`src/rtl/master_out_port_if.sv`:
```
// Signal bundle between the master core, master_out_port and the serial system bus.
// The master modport is the transmitter's view; the slave modport is the core/bus side.
interface master_out_port_if #(
    parameter int ADDR_W  = 12,
    parameter int DATA_W  = 8,
    parameter int BURST_W = 13
);
    logic               start;
    logic               mode;
    logic [ADDR_W-1:0]  addr_in;
    logic [DATA_W-1:0]  data_in;
    logic [BURST_W-1:0] burst_in;
    logic               slave_ready;
    logic               master_valid;
    logic               write_en;
    logic               read_en;
    logic               tx_addr;
    logic               tx_data;
    logic [BURST_W-1:0] burst;
    logic               data_req;
    logic               busy;
    logic               tx_done;

    modport master (
        input  start, mode, addr_in, data_in, burst_in, slave_ready,
        output master_valid, write_en, read_en, tx_addr, tx_data, burst, data_req, busy, tx_done
    );

    modport slave (
        output start, mode, addr_in, data_in, burst_in, slave_ready,
        input  master_valid, write_en, read_en, tx_addr, tx_data, burst, data_req, busy, tx_done
    );
endinterface

```
`src/rtl/master_out_port.sv`:
```
// Bit-serial master-side bus transmitter: request strobe, LSB-first address/data lanes, burst writes.
// Optional macro TX_PARITY_EN appends an even-parity cycle to the address phase and to every data beat.
//
// state | meaning
// IDLE  | waiting for start together with slave_ready
// REQ   | one-cycle master_valid with write_en/read_en
// ADDR  | address bits on tx_addr, first write byte on tx_data
// DATA  | further burst write beats on tx_data
// DONE  | one-cycle tx_done, then back to IDLE
module master_out_port #(
    parameter int ADDR_W  = 12,
    parameter int DATA_W  = 8,
    parameter int BURST_W = 13
) (
    input  logic              clk,
    input  logic              reset,
    master_out_port_if.master bus
);
`ifdef TX_PARITY_EN
    localparam int PAR_LEN = 1;
`else
    localparam int PAR_LEN = 0;
`endif
    localparam int ADDR_LEN = ADDR_W + PAR_LEN;
    localparam int BEAT_LEN = DATA_W + PAR_LEN;
    localparam int CNT_W    = $clog2(ADDR_LEN + BEAT_LEN);
    localparam int BEAT_W   = BURST_W - 1;

    typedef enum logic [2:0] {IDLE, REQ, ADDR, DATA, DONE} state_t;

    state_t              state;
    state_t              state_nxt;
    logic                mode_r;
    logic [ADDR_LEN-1:0] addr_sr;
    logic [BEAT_LEN-1:0] data_sr;
    logic [BURST_W-1:0]  burst_r;
    logic [BEAT_W-1:0]   beats_left;
    logic [CNT_W-1:0]    bit_cnt;
    logic                bit_tc;
    logic                data_req;
    logic                shifting;

    // Parity (when enabled) rides as the top bit so it falls out after the payload bits.
    function automatic logic [ADDR_LEN-1:0] frame_addr(input logic [ADDR_W-1:0] a);
`ifdef TX_PARITY_EN
        return {^a, a};
`else
        return a;
`endif
    endfunction

    function automatic logic [BEAT_LEN-1:0] frame_byte(input logic [DATA_W-1:0] d);
`ifdef TX_PARITY_EN
        return {^d, d};
`else
        return d;
`endif
    endfunction

    // Beats still to send after the first; a zero count with burst enabled means one beat.
    function automatic logic [BEAT_W-1:0] extra_beats(input logic [BURST_W-1:0] b);
        logic [BEAT_W-1:0] n;
        n = b[BURST_W-1] ? b[BEAT_W-1:0] : BEAT_W'(1);
        if (n == '0) n = BEAT_W'(1);
        return n - BEAT_W'(1);
    endfunction

    assign bit_tc   = (bit_cnt == '0);
    assign shifting = (state == ADDR) || (state == DATA);

    always_ff @(posedge clk or negedge reset) begin
        if (!reset) state <= IDLE;
        else        state <= state_nxt;
    end

    always_comb begin
        state_nxt = state;
        data_req  = 1'b0;
        case (state)
            IDLE: if (bus.start && bus.slave_ready) state_nxt = REQ;
            REQ:  state_nxt = ADDR;
            ADDR: begin
                if (bit_tc) begin
                    if (mode_r && (beats_left != '0)) begin
                        data_req  = 1'b1;
                        state_nxt = DATA;
                    end else begin
                        state_nxt = DONE;
                    end
                end
            end
            DATA: begin
                if (bit_tc) begin
                    if (beats_left != '0) data_req  = 1'b1;
                    else                  state_nxt = DONE;
                end
            end
            DONE:    state_nxt = IDLE;
            default: state_nxt = IDLE;
        endcase
    end

    always_ff @(posedge clk or negedge reset) begin
        if (!reset) begin
            mode_r     <= 1'b0;
            addr_sr    <= '0;
            data_sr    <= '0;
            burst_r    <= '0;
            beats_left <= '0;
            bit_cnt    <= '0;
        end else begin
            case (state)
                IDLE: begin
                    if (state_nxt == REQ) begin
                        mode_r     <= bus.mode;
                        addr_sr    <= frame_addr(bus.addr_in);
                        data_sr    <= bus.mode ? frame_byte(bus.data_in) : '0;
                        burst_r    <= bus.burst_in;
                        beats_left <= extra_beats(bus.burst_in);
                    end
                end
                REQ: bit_cnt <= CNT_W'(ADDR_LEN - 1);
                ADDR, DATA: begin
                    addr_sr <= addr_sr >> 1;
                    data_sr <= data_sr >> 1;
                    if (bit_tc) bit_cnt <= CNT_W'(BEAT_LEN - 1);
                    else        bit_cnt <= bit_cnt - CNT_W'(1);
                    if (data_req) begin
                        data_sr    <= frame_byte(bus.data_in);
                        beats_left <= beats_left - BEAT_W'(1);
                    end
                end
                default: ;
            endcase
        end
    end

    assign bus.master_valid = (state == REQ);
    assign bus.write_en     = (state == REQ) && mode_r;
    assign bus.read_en      = (state == REQ) && !mode_r;
    assign bus.tx_addr      = (state == ADDR) && addr_sr[0];
    assign bus.tx_data      = shifting && data_sr[0];
    assign bus.burst        = shifting ? burst_r : '0;
    assign bus.data_req     = data_req;
    assign bus.busy         = (state != IDLE);
    assign bus.tx_done      = (state == DONE);
endmodule

```
`src/flat_wrapper.sv`:
```
// flat-port wrapper written by rule: the top's interface ports become plain ports
module master_out_port_flat 
#(
    parameter int ADDR_W  = 12,
    parameter int DATA_W  = 8,
    parameter int BURST_W = 13
)
  (clk, reset, bus_start, bus_mode, bus_addr_in, bus_data_in, bus_burst_in, bus_slave_ready, bus_master_valid, bus_write_en, bus_read_en, bus_tx_addr, bus_tx_data, bus_burst, bus_data_req, bus_busy, bus_tx_done);
  master_out_port_if #(.ADDR_W(ADDR_W), .DATA_W(DATA_W), .BURST_W(BURST_W)) bus_i ();
  input  logic clk;
  input  logic reset;
  input wire logic [$bits(bus_i.start)-1:0] bus_start;
  input wire logic [$bits(bus_i.mode)-1:0] bus_mode;
  input wire logic [$bits(bus_i.addr_in)-1:0] bus_addr_in;
  input wire logic [$bits(bus_i.data_in)-1:0] bus_data_in;
  input wire logic [$bits(bus_i.burst_in)-1:0] bus_burst_in;
  input wire logic [$bits(bus_i.slave_ready)-1:0] bus_slave_ready;
  output wire logic [$bits(bus_i.master_valid)-1:0] bus_master_valid;
  output wire logic [$bits(bus_i.write_en)-1:0] bus_write_en;
  output wire logic [$bits(bus_i.read_en)-1:0] bus_read_en;
  output wire logic [$bits(bus_i.tx_addr)-1:0] bus_tx_addr;
  output wire logic [$bits(bus_i.tx_data)-1:0] bus_tx_data;
  output wire logic [$bits(bus_i.burst)-1:0] bus_burst;
  output wire logic [$bits(bus_i.data_req)-1:0] bus_data_req;
  output wire logic [$bits(bus_i.busy)-1:0] bus_busy;
  output wire logic [$bits(bus_i.tx_done)-1:0] bus_tx_done;
  assign bus_i.start = bus_start;
  assign bus_i.mode = bus_mode;
  assign bus_i.addr_in = bus_addr_in;
  assign bus_i.data_in = bus_data_in;
  assign bus_i.burst_in = bus_burst_in;
  assign bus_i.slave_ready = bus_slave_ready;
  assign bus_master_valid = bus_i.master_valid;
  assign bus_write_en = bus_i.write_en;
  assign bus_read_en = bus_i.read_en;
  assign bus_tx_addr = bus_i.tx_addr;
  assign bus_tx_data = bus_i.tx_data;
  assign bus_burst = bus_i.burst;
  assign bus_data_req = bus_i.data_req;
  assign bus_busy = bus_i.busy;
  assign bus_tx_done = bus_i.tx_done;
  master_out_port #(.ADDR_W(ADDR_W), .DATA_W(DATA_W), .BURST_W(BURST_W)) u_core (.clk(clk), .reset(reset), .bus(bus_i));
endmodule
```
`config.mk`:
```
export PLATFORM = sky130hd
export DESIGN_NAME = master_out_port_flat
export DESIGN_NICKNAME = d
export VERILOG_FILES = /design/src/rtl/master_out_port_if.sv /design/src/rtl/master_out_port.sv /design/src/flat_wrapper.sv
export SDC_FILE = /design/constraint.sdc
export NUM_CORES = 1
export LEC_CHECK = 0
export BUFFER_PORTS_ARGS = -buffer_cell sky130_fd_sc_hd__buf_2
export CAP_MARGIN = 40
export CORE_ASPECT_RATIO = 1.2
export CORE_MARGIN = 5
export CORE_UTILIZATION = 40
export CTS_BUF_LIST = sky130_fd_sc_hd__clkbuf_16
export CTS_CLUSTER_DIAMETER = 40
export DETAILED_ROUTE_END_ITERATION = 7
export HOLD_SLACK_MARGIN = 0.03
export PLACE_DENSITY_LB_ADDON = 0.05
export SLEW_MARGIN = 20
export SYNTH_ARGS = -nofsm -noshare
export SYNTH_HDL_FRONTEND = slang
export SYNTH_SLANG_ARGS = --single-unit
```
`constraint.sdc`:
```
create_clock -name clk -period 3.5 [get_ports clk]
set_input_delay 0.175 -clock clk [delete_from_list [all_inputs] [get_ports clk]]
set_output_delay 0.175 -clock clk [all_outputs]
set_load 0.01 [all_outputs]
```
==> summary.txt, run 1 <==
Status
  • Status: finished clean

Power and ir drop
  • Net switching power: 1.004 mW
  • Static leakage power: 1.663 nW
  • Power Dens Cells: 752.1 mW/mm^2
  • Clk network pwr share: 22.0%
  • Cell internal pwr: 1.648 mW
  • Combinational Power Share: 38.5%
  • Fraction of power spent switching nets: 37.87%
  • Worst IR drop on VDD: 0.0004469 V
  • Proportion of power drawn by flip-flops and latches: 39.5%

Synth
  • Post-synth top area cell: dfrtp_1
  • Per-instance average area after synthesis: 8.595 sq um
  • Syn Nets: 386
  • Most numerous cell in the Yosys netlist: nand2_1
  • Top flip-flop cell by instance count after synthesis: dfrtp_1
  • Commonest cells in the netlist: 77 x nand2_1, 54 x dfrtp_1, 27 x nor2_1
  • Yosys reg bits: 54
  • Number of warnings issued by yosys: 0
  • Fraction of post-synthesis cell area in the top cell type by area: 45.57%
  • Cell types with the largest area share after synthesis: dfrtp_1 46%, nand2_1 9.7%, and2_1 3.6%, nor2_1 3.4%, a31oi_1 3.0%
  • Share of flip-flops with an asynchronous set or reset after synthesis: 100.0%
  • Register area share after synthesis: 45.57%
  • Count of cell types in the netlist: 54
  • Mapped cell area: 0.002965 sq mm
  • Post-Synthesis Cells: 345
  • Count of flip-flops with a built-in enable after synthesis: 0

STA
  • Worst Clk Skew: 0.004731 ns
  • Timing-limited maximum frequency: 377.4 MHz
  • Setup repair after global routing missed its margin: false
  • Slew at the pin closest to its max-slew limit: 0.7012 ns
  • Post-route worst setup slack: 0.8502 ns
  • TNS Setup: 0 ns
  • Final period util: 75.71%
  • Post-route minimum period: 2.650 ns
  • Max-slew violation count: 0
  • Number of endpoints failing setup at the final stage: 0
  • Number of hold violations in the final report: 0
  • Remaining max-slew budget at the tightest pin: 53.25%

Floorplan
  • Number of ports placed on the die boundary: 59
  • Row count: 34
  • Core Area: 0.007232 sq mm
  • Die outline width: 88.60 microns
  • Initial core utilization: 41.00%
  • Die H: 104.3 microns
  • Area enclosed by the die boundary: 0.009243 sq mm

Min path
  • Startpoint of the lowest-slack hold path: bus_data_in[2]
  • Worst hold path class: input pin to register
  • End of the worst hold path: u_core.data_sr[2]
  • Worst hold path cell count: 3

Clocking
  • Cell chosen for the clock root: clkbuf_16
  • CTS resizes: 0
  • Total clock buffers created by CTS: 5
  • Buffers inserted during post-CTS setup optimization: 0
  • Total number of H-tree levels: 2
  • Count of clock tree sinks: 54
  • TritonCTS clock tree: built
  • Number of hold-repair buffers added at the cts stage: 1
  • Clock insertion delay at the later pin of the skew report: 0.29 ns
  • Clock input transition at the sequential cells of the worst setup and hold paths: 0.07 ns
  • Maximum root-to-sink buffer count: 2

Detailed routing
  • Final wirelength: 7743 microns
  • Average vias per placed instance: 5.524
  • Number of remaining DRC errors: 0
  • Number of detailed-route iterations in the first pass: 4
  • Antenna violation net count after detailed routing: 0
  • Number of design-rule violations left by the first detailed-router iteration: 201
  • Detailed-route via count: 2,707
  • Routed length per placed instance: 15.80 microns

Global route
  • Sum of overflow across all layers after global routing: 0
  • Pin count of the biggest net entering global routing: 37
  • First-pass GRT wire length: 12,900 microns
  • Initial antenna violation count: 0
  • Total track usage: 17.52%
  • Vias in the first global route: 2,606

Place
  • HPWL after detailed placement: 5650 microns
  • Setup slack at placement: 0.8860 ns
  • IO Port Bufs: 58
  • Final RePlAce weighted congestion: 0.8708

Job
  • Max Cap Violations: 0

Setup path
  • Crit Path Max Fanout: 16
  • CP Cell Sequence: nand2b_1 -> mux2i_1 -> and2_1 -> ha_1 -> o211ai_2 -> or4_1 -> o221a_1 -> o22a_1
  • Critical path startpoint category: register
  • Required time of the critical path: 3.69 ns
  • Worst EP arrival: 2.84 ns
  • Slowest cell on crit path: dfrtp_1
  • Reg-to-reg slack, setup: 0.85 ns
  • Largest incremental delay on the critical path: 0.64 ns
  • Number of cells traversed by the worst register-to-register path: 8
  • Worst reg2reg startpoint: u_core.state[2]
  • Worst Setup Path Type: register to register
  • Worst flop-to-flop path endpoint: u_core.beats_left[8]
  • Critical Path Sink Type: register

Finish
  • Fraction of the core area covered by cells at the end of the flow: 48.75%
  • Post-layout net count: 440
  • Fraction of final layout cells sized beyond drive strength 1: 21.00%
  • Synthesis-to-layout area growth: 18.90%
  • Antenna diode count: 0
  • Count of filler cells inserted in the layout: 734
## per-stage QoR
step	area [sq um]	cells	power [mW]	hold slack, ns
after CTS	3526	490	2.679	0.08204
after global routing	3526	490	2.860	0.09464
after global placement	3342	481	2.074	0.2679
final	3526	490	2.652	0.08725
after detailed placement	3342	481	2.082	0.2594
after floorplan	2965	345	1.755	-0.1206
## layer usage
layer | vias to the layer above | part of all wire [%] | GRT usage [%]
met4 | 0 | 0.93 | 3.888
met3 | 6 | 4.6 | 3.803
met1 | 1299 | 46 | 24.39
li1 | 1338 | - | -
met5 | - | 0 | 0
met2 | 64 | 49 | 27.75
## power groups by stage
stage / combinational (mW) / sequential [mW] / clock (mW)
final: 1.02 / 1.05 / 0.583
after detailed placement: 1.03 / 1.05 / 0
after floorplan: 0.756 / 0.999 / 0
after CTS: 1.04 / 1.04 / 0.601
after global placement: 1.02 / 1.05 / 0
after global routing: 1.16 / 1.08 / 0.623
## cell usage in the layout (no fill, tap or decap), drive strengths merged, types with 7 or more instances in the layout
| cell | Yosys | final |
|---|---|---|
| nand2 | 77 | 77 |
| buf | 8 | 65 |
| dfrtp | 54 | 54 |
| nor2 | 29 | 29 |
| o21ai | 18 | 18 |
| and2 | 17 | 17 |
| inv | 15 | 16 |
| a21oi | 14 | 14 |
| a31oi | 14 | 14 |
| nor3 | 9 | 9 |
| a222oi | 7 | 7 |
| nor4 | 7 | 7 |
## kinds of logic after synthesis
logic type	synth area share, %
xor gates and xnor gates	0.5908
adders and majority gates	1.266
and+or+nand+nor	27.30
DFF	45.57
muxes	1.055
buffers and inverters	4.641
AOI/OAI and AO/OA	19.58
## worst max-delay path, delay by kind of cell, from the launching register on
kind	cells	cell delay, ns
AO/OA/AOI/OAI	3	0.58
adder cells (fa/ha/maj)	1	0.20
flip-flops	1	0.64
multiplexers	1	0.25
AND/OR/NAND/NOR	3	0.88
## flip-flops by register name, summed over array words and instances (netlist names)
register / flops
u_core.bit_cnt: 5
u_core.beats_left: 12
u_core.burst_r: 13
u_core.data_sr: 8
u_core.state: 3
u_core.addr_sr: 12
u_core.mode_r: 1
## worst max path at each step
stage / from / end / slack (ns) / depth (start not counted)
floorplan: u_core.state[2] / u_core.beats_left[8] / 0.95 / 10
global placement: u_core.state[2] / u_core.beats_left[8] / 0.96 / 8
detailed placement: u_core.state[2] / u_core.beats_left[8] / 0.89 / 8
CTS: u_core.state[2] / u_core.beats_left[8] / 0.88 / 8
global route: u_core.state[2] / u_core.beats_left[8] / 0.67 / 8
finish: u_core.state[2] / u_core.beats_left[8] / 0.85 / 8
## final cells by class
type	instances	area, sq um	share of cell area (%)
clock inverters	3	48.80	1.384
well taps	90	112.6	3.194
flip-flops and latches	54	1351	38.33
clock buffers	5	125.1	3.549
multi-input cells	257	1479	41.94
inverters	15	56.30	1.597
repair buffers	66	352.8	10.01
Power figures use the tool's default switching activity.
==> run 2, diff against run 1 <==
Clock period 3.5 ns to 2.2 ns, I/O delays scaled along.
==> summary.txt, run 2 (synthesized netlist as in run 1, its figures left out) <==
Status
  • Status: finished clean

STA
  • Setup repair after global routing missed its margin: false
  • Number of hold violations in the final report: 0
  • Remaining max-slew budget at the tightest pin: 66.27%
  • Slew at the pin closest to its max-slew limit: 0.5041 ns
  • Timing-limited maximum frequency: 472.1 MHz
  • Number of endpoints failing setup at the final stage: 0
  • Post-route minimum period: 2.118 ns
  • Worst Clk Skew: 0.007269 ns
  • Worst hold slack: 0.03180 ns
  • Max-slew violation count: 0
  • Final period util: 96.27%

Place
  • Final RePlAce weighted congestion: 0.9115
  • Post-Place Cells: 506
  • IO Port Bufs: 58
  • HPWL after detailed placement: 6537 microns

Global route
  • Vias in the first global route: 2,848
  • Sum of overflow across all layers after global routing: 0
  • Pin count of the biggest net entering global routing: 33
  • Total track usage: 19.60%
  • Initial antenna violation count: 0
  • First-pass GRT wire length: 14,280 microns

Setup path
  • Critical path startpoint category: register
  • Reg-to-reg slack, setup: 0.08 ns
  • Worst EP arrival: 2.30 ns
  • Crit Path Max Fanout: 5
  • Slowest cell on crit path: dfrtp_2
  • Count of buffering cells on the critical path with inverters included: 0
  • Worst reg2reg startpoint: u_core.state[1]
  • Worst Setup Path Type: register to register
  • Critical Path Sink Type: register
  • Worst flop-to-flop path endpoint: u_core.beats_left[8]
  • Number of cells traversed by the worst register-to-register path: 8
  • Critical Path Start: u_core.state[1]
  • Largest incremental delay on the critical path: 0.42 ns
  • Cell type group with the largest total delay on the critical path: simple AND/OR/NAND/NOR gates
  • Required time of the critical path: 2.38 ns
  • CP Cell Sequence: nand2b_4 -> mux2i_2 -> and2_4 -> ha_4 -> o211ai_4 -> or4_1 -> o221a_1 -> o22a_1

Clocking
  • Cell chosen for the clock root: clkbuf_16
  • Clock input transition at the sequential cells of the worst setup and hold paths: 0.07 ns
  • Total number of H-tree levels: 2
  • Maximum root-to-sink buffer count: 2
  • Count of clock tree sinks: 54
  • TritonCTS clock tree: built
  • Clock insertion delay at the later pin of the skew report: 0.29 ns
  • Total clock buffers created by CTS: 5

Finish
  • Most frequent cells in the layout: 77 x nand2_1, 58 x buf_2, 53 x dfrtp_1
  • Register bank with the most flops: u_core.burst_r
  • Regs by FF count: u_core.burst_r (13), u_core.addr_sr (12), u_core.beats_left (12)
  • Count of filler cells inserted in the layout: 719
  • Most common cell after layout, fill and taps aside: nand2_1
  • Non-Filler Instances: 515
  • Flip-flop count of the largest register after layout: 13
  • Fraction of final layout cells sized beyond drive strength 1: 27.53%
  • Post-layout net count: 466
  • Antenna diode count: 0
  • Synthesis-to-layout area growth: 27.22%

Power and ir drop
  • Worst IR drop on VDD: 0.0005144 V
  • Overall Power: 4.474 mW
  • Static leakage power: 1.803 nW
  • Power Dens Cells: 1186 mW/mm^2

Floorplan
  • Core Area: 0.007232 sq mm
  • Area enclosed by the die boundary: 0.009243 sq mm
  • Initial core utilization: 41.00%
  • Die H: 104.3 microns
  • Number of ports placed on the die boundary: 59
  • Row count: 34
  • Die outline width: 88.60 microns

Detailed routing
  • Number of remaining DRC errors: 0
  • Number of design-rule violations left by the first detailed-router iteration: 139
  • Number of detailed-route iterations in the first pass: 5
  • Routed length per placed instance: 16.71 microns
  • Average vias per placed instance: 5.509
  • Antenna violation net count after detailed routing: 0
  • Detailed-route via count: 2,837
  • Final wirelength: 8605 microns

Min path
  • Startpoint of the lowest-slack hold path: bus_data_in[6]
  • Worst hold path class: input pin to register
  • Worst hold path cell count: 3
  • End of the worst hold path: u_core.data_sr[6]

Job
  • Max Cap Violations: 0
## run 2: per-stage QoR
step	setup TNS, ns	area (sq um)	util [%]	setup WS [ns]
6_report	0	3772	52.16	0.08201
5_1_grt	0	3772	52.16	0.01156
4_1_cts	0	3727	51.54	0.01628
3_5_place_dp	0	3553	49.13	0.01539
3_3_place_gp	0	3553	49.13	0.08847
2_1_floorplan	-0.1325	3023	-	-0.1325
## run 2: power by group
| part | total, mW | internal (mW) | switching [mW] | leakage, nW |
|---|---|---|---|---|
| Sequential | 1.63 | 1.38 | 0.251 | 0.663 |
| Combinational | 1.95 | 0.890 | 1.06 | 1.06 |
| Clock | 0.890 | 0.533 | 0.357 | 0.0799 |
| Total | 4.47 | 2.80 | 1.67 | 1.80 |
## run 2: timing repair
| action | CTS | global route |
|---|---|---|
| resized for setup | 0 | 9 |
| setup endpoints to repair | 0 | 13 |
| hold buffers | 1 | 0 |
| endpoints found under the hold margin | 17 | 0 |
| buffers inserted | 0 | 1 |
## run 2: layout make-up
type | instances | area [sq um] | share of cell area, %
Clock buffer | 5 | 125.1 | 3.317
Inverter | 15 | 56.30 | 1.493
Tap cell | 90 | 112.6 | 2.985
Timing Repair Buffer | 92 | 555.5 | 14.73
Multi-Input combinational cell | 257 | 1531 | 40.60
Clock inverter | 2 | 38.79 | 1.028
Sequential cell | 54 | 1353 | 35.85
## run 2: worst min-delay path, delay by kind of cell
kind,cells,cell delay [ns]
buf+inv,2,0.13
compound gates,1,0.05
## run 2: per-layer routing
layer | GRT usage, % | wire length, microns
met4 | 4.968 | 76
met2 | 32.67 | 4374
met5 | 0 | 0
met3 | 4.279 | 500
met1 | 25.45 | 3654
## run 2: worst max-delay path by stage
stage / end / cells after the start / slack [ns]
2_1_floorplan: u_core.beats_left[8] / 10 / -0.13
3_3_place_gp: u_core.beats_left[8] / 8 / 0.09
3_5_place_dp: u_core.beats_left[8] / 8 / 0.02
4_1_cts: u_core.beats_left[8] / 8 / 0.02
5_1_grt: u_core.beats_left[5] / 8 / 0.01
6_report: u_core.beats_left[8] / 8 / 0.08
==> run 3, diff against run 2 <==
Settings changed: CORE_ASPECT_RATIO 1.2 to not set.
==> summary.txt, run 3 (synthesized netlist as in run 1, its figures left out) <==
STA
  • Slew at the pin closest to its max-slew limit: 0.6572 ns
  • Worst hold slack: 0.03417 ns
  • Number of hold violations in the final report: 0
  • Worst Clk Skew: 0.006421 ns
  • Post-route minimum period: 2.168 ns
  • Setup repair after global routing missed its margin: true
  • Post-route worst setup slack: 0.03229 ns
  • Timing-limited maximum frequency: 461.3 MHz
  • Max-slew violation count: 0
  • Number of endpoints failing setup at the final stage: 0
  • Remaining max-slew budget at the tightest pin: 56.19%
  • Final period util: 98.53%

Global route
  • Initial antenna violation count: 0
  • Sum of overflow across all layers after global routing: 0
  • Pin count of the biggest net entering global routing: 33
  • First-pass GRT wire length: 13,980 microns
  • Vias in the first global route: 2,781
  • Total track usage: 19.46%

Place
  • Post-Place Cells: 513
  • IO Port Bufs: 58
  • Setup slack at placement: -0.05663 ns
  • HPWL after detailed placement: 6531 microns
  • Final RePlAce weighted congestion: 0.9280
  • Cell area reported after detailed placement: 0.003550 sq mm

Detailed routing
  • Wire length the detailed router placed on met1: 3952 microns
  • Antenna violation net count after detailed routing: 0
  • Met2 wire len: 4218 microns
  • Number of detailed-route iterations in the first pass: 5
  • Final wirelength: 8742 microns
  • Routed length per placed instance: 16.40 microns
  • Detailed-route via count: 2,865
  • Number of design-rule violations left by the first detailed-router iteration: 160
  • Average vias per placed instance: 5.375
  • Routed length on met3: 459 microns
  • Top metal layer carrying routed signals: met4
  • Number of remaining DRC errors: 0

Finish
  • Most frequent cells in the layout: 77 x nand2_1, 58 x buf_2, 53 x dfrtp_1
  • Antenna diode count: 0
  • Post-route cell area: 0.003877 sq mm
  • Post-layout net count: 475
  • Synthesis-to-layout area growth: 30.76%
  • Fraction of final layout cells sized beyond drive strength 1: 28.80%
  • Flip-flop count of the largest register after layout: 13
  • Most common cell after layout, fill and taps aside: nand2_1
  • Regs by FF count: u_core.burst_r (13), u_core.addr_sr (12), u_core.beats_left (12)
  • Register bank with the most flops: u_core.burst_r
  • Non-Filler Instances: 533

Power and ir drop
  • Worst IR drop on VDD: 0.0004961 V
  • Overall Power: 4.600 mW
  • Static leakage power: 1.855 nW
  • Power Dens Cells: 1186 mW/mm^2

Clocking
  • TritonCTS clock tree: built
  • Total clock buffers created by CTS: 5
  • Maximum root-to-sink buffer count: 2
  • Clock insertion delay at the later pin of the skew report: 0.29 ns
  • Cell chosen for the clock root: clkbuf_16
  • Total number of H-tree levels: 2
  • Clock input transition at the sequential cells of the worst setup and hold paths: 0.07 ns
  • Count of clock tree sinks: 54

Floorplan
  • Core Area: 0.007253 sq mm
  • Die outline width: 96.10 microns
  • Row count: 31
  • Area enclosed by the die boundary: 0.009235 sq mm
  • Number of ports placed on the die boundary: 59
  • Initial core utilization: 40.88%
  • Die H: 96.10 microns

Setup path
  • Required time of the critical path: 2.37 ns
  • Critical path startpoint category: register
  • Critical Path Sink Type: register
  • Crit Path Max Fanout: 6
  • Worst Setup Path Type: register to register
  • Worst EP arrival: 2.34 ns

Job
  • Max Cap Violations: 0

Min path
  • Worst hold path class: input pin to register

Status
  • Status: finished clean
[run 3: final timing paths]
path,startpoint,endpoint,slack (ns),cells past startpoint
min in group asynchronous,reset,u_core.burst_r[1],0.38,2
worst max register to register,u_core.state[1],u_core.beats_left[8],0.03,8
worst min register to register,u_core.burst_r[0],u_core.burst_r[0],0.47,2
max in group asynchronous,reset,u_core.state[1],1.12,3
worst max-delay path,u_core.state[1],u_core.beats_left[8],0.03,8
worst min-delay path,bus_data_in[0],u_core.data_sr[0],0.03,3
[run 3: repair_timing]
item	4_1_cts	5_1_grt
setup endpoints to repair	5	13
hold buffers	4	0
hold endpoints to repair	28	0
gates resized for setup	3	8
buffers inserted	3	6
pin swaps	2	4
[run 3: area by class of cell]
class | instances | area (sq um)
Clock inverter | 2 | 38.79
Fill cell | 724 | 3376
Timing Repair Buffer | 101 | 626.9
Sequential cell | 54 | 1353
Tap cell | 99 | 123.9
Multi-Input combinational cell | 257 | 1554
Clock buffer | 5 | 125.1
Inverter | 15 | 56.30
[run 3: per-stage QoR]
step	utilization [%]	setup TNS, ns
2_1_floorplan	-	-0.1325
3_3_place_gp	48.94	-0.1197
3_5_place_dp	48.94	-0.1351
4_1_cts	52.25	0
5_1_grt	53.46	-0.08513
6_report	53.46	0
[run 3: worst max-delay path: stages, from the launching register on]
cell and delay (ns):
dfrtp_2 0.43, nand2b_4 0.12, mux2i_2 0.23, and2_4 0.19, ha_4 0.15, o211ai_4 0.10, or4_1 0.41, o221a_1 0.22
o22a_1 0.19
[run 3: metal layers]
layer,GRT usage (%),up-vias
met5,0,-
met3,3.206,10
met1,26.41,1373
li1,-,1404
met4,4.384,0
met2,32.55,78
[run 3: power breakdown]
part	leakage, nW	internal (mW)	switching [mW]	total [mW]
Sequential	0.663	1.38	0.257	1.64
Clock	0.0799	0.533	0.353	0.886
Combinational	1.11	0.961	1.12	2.08
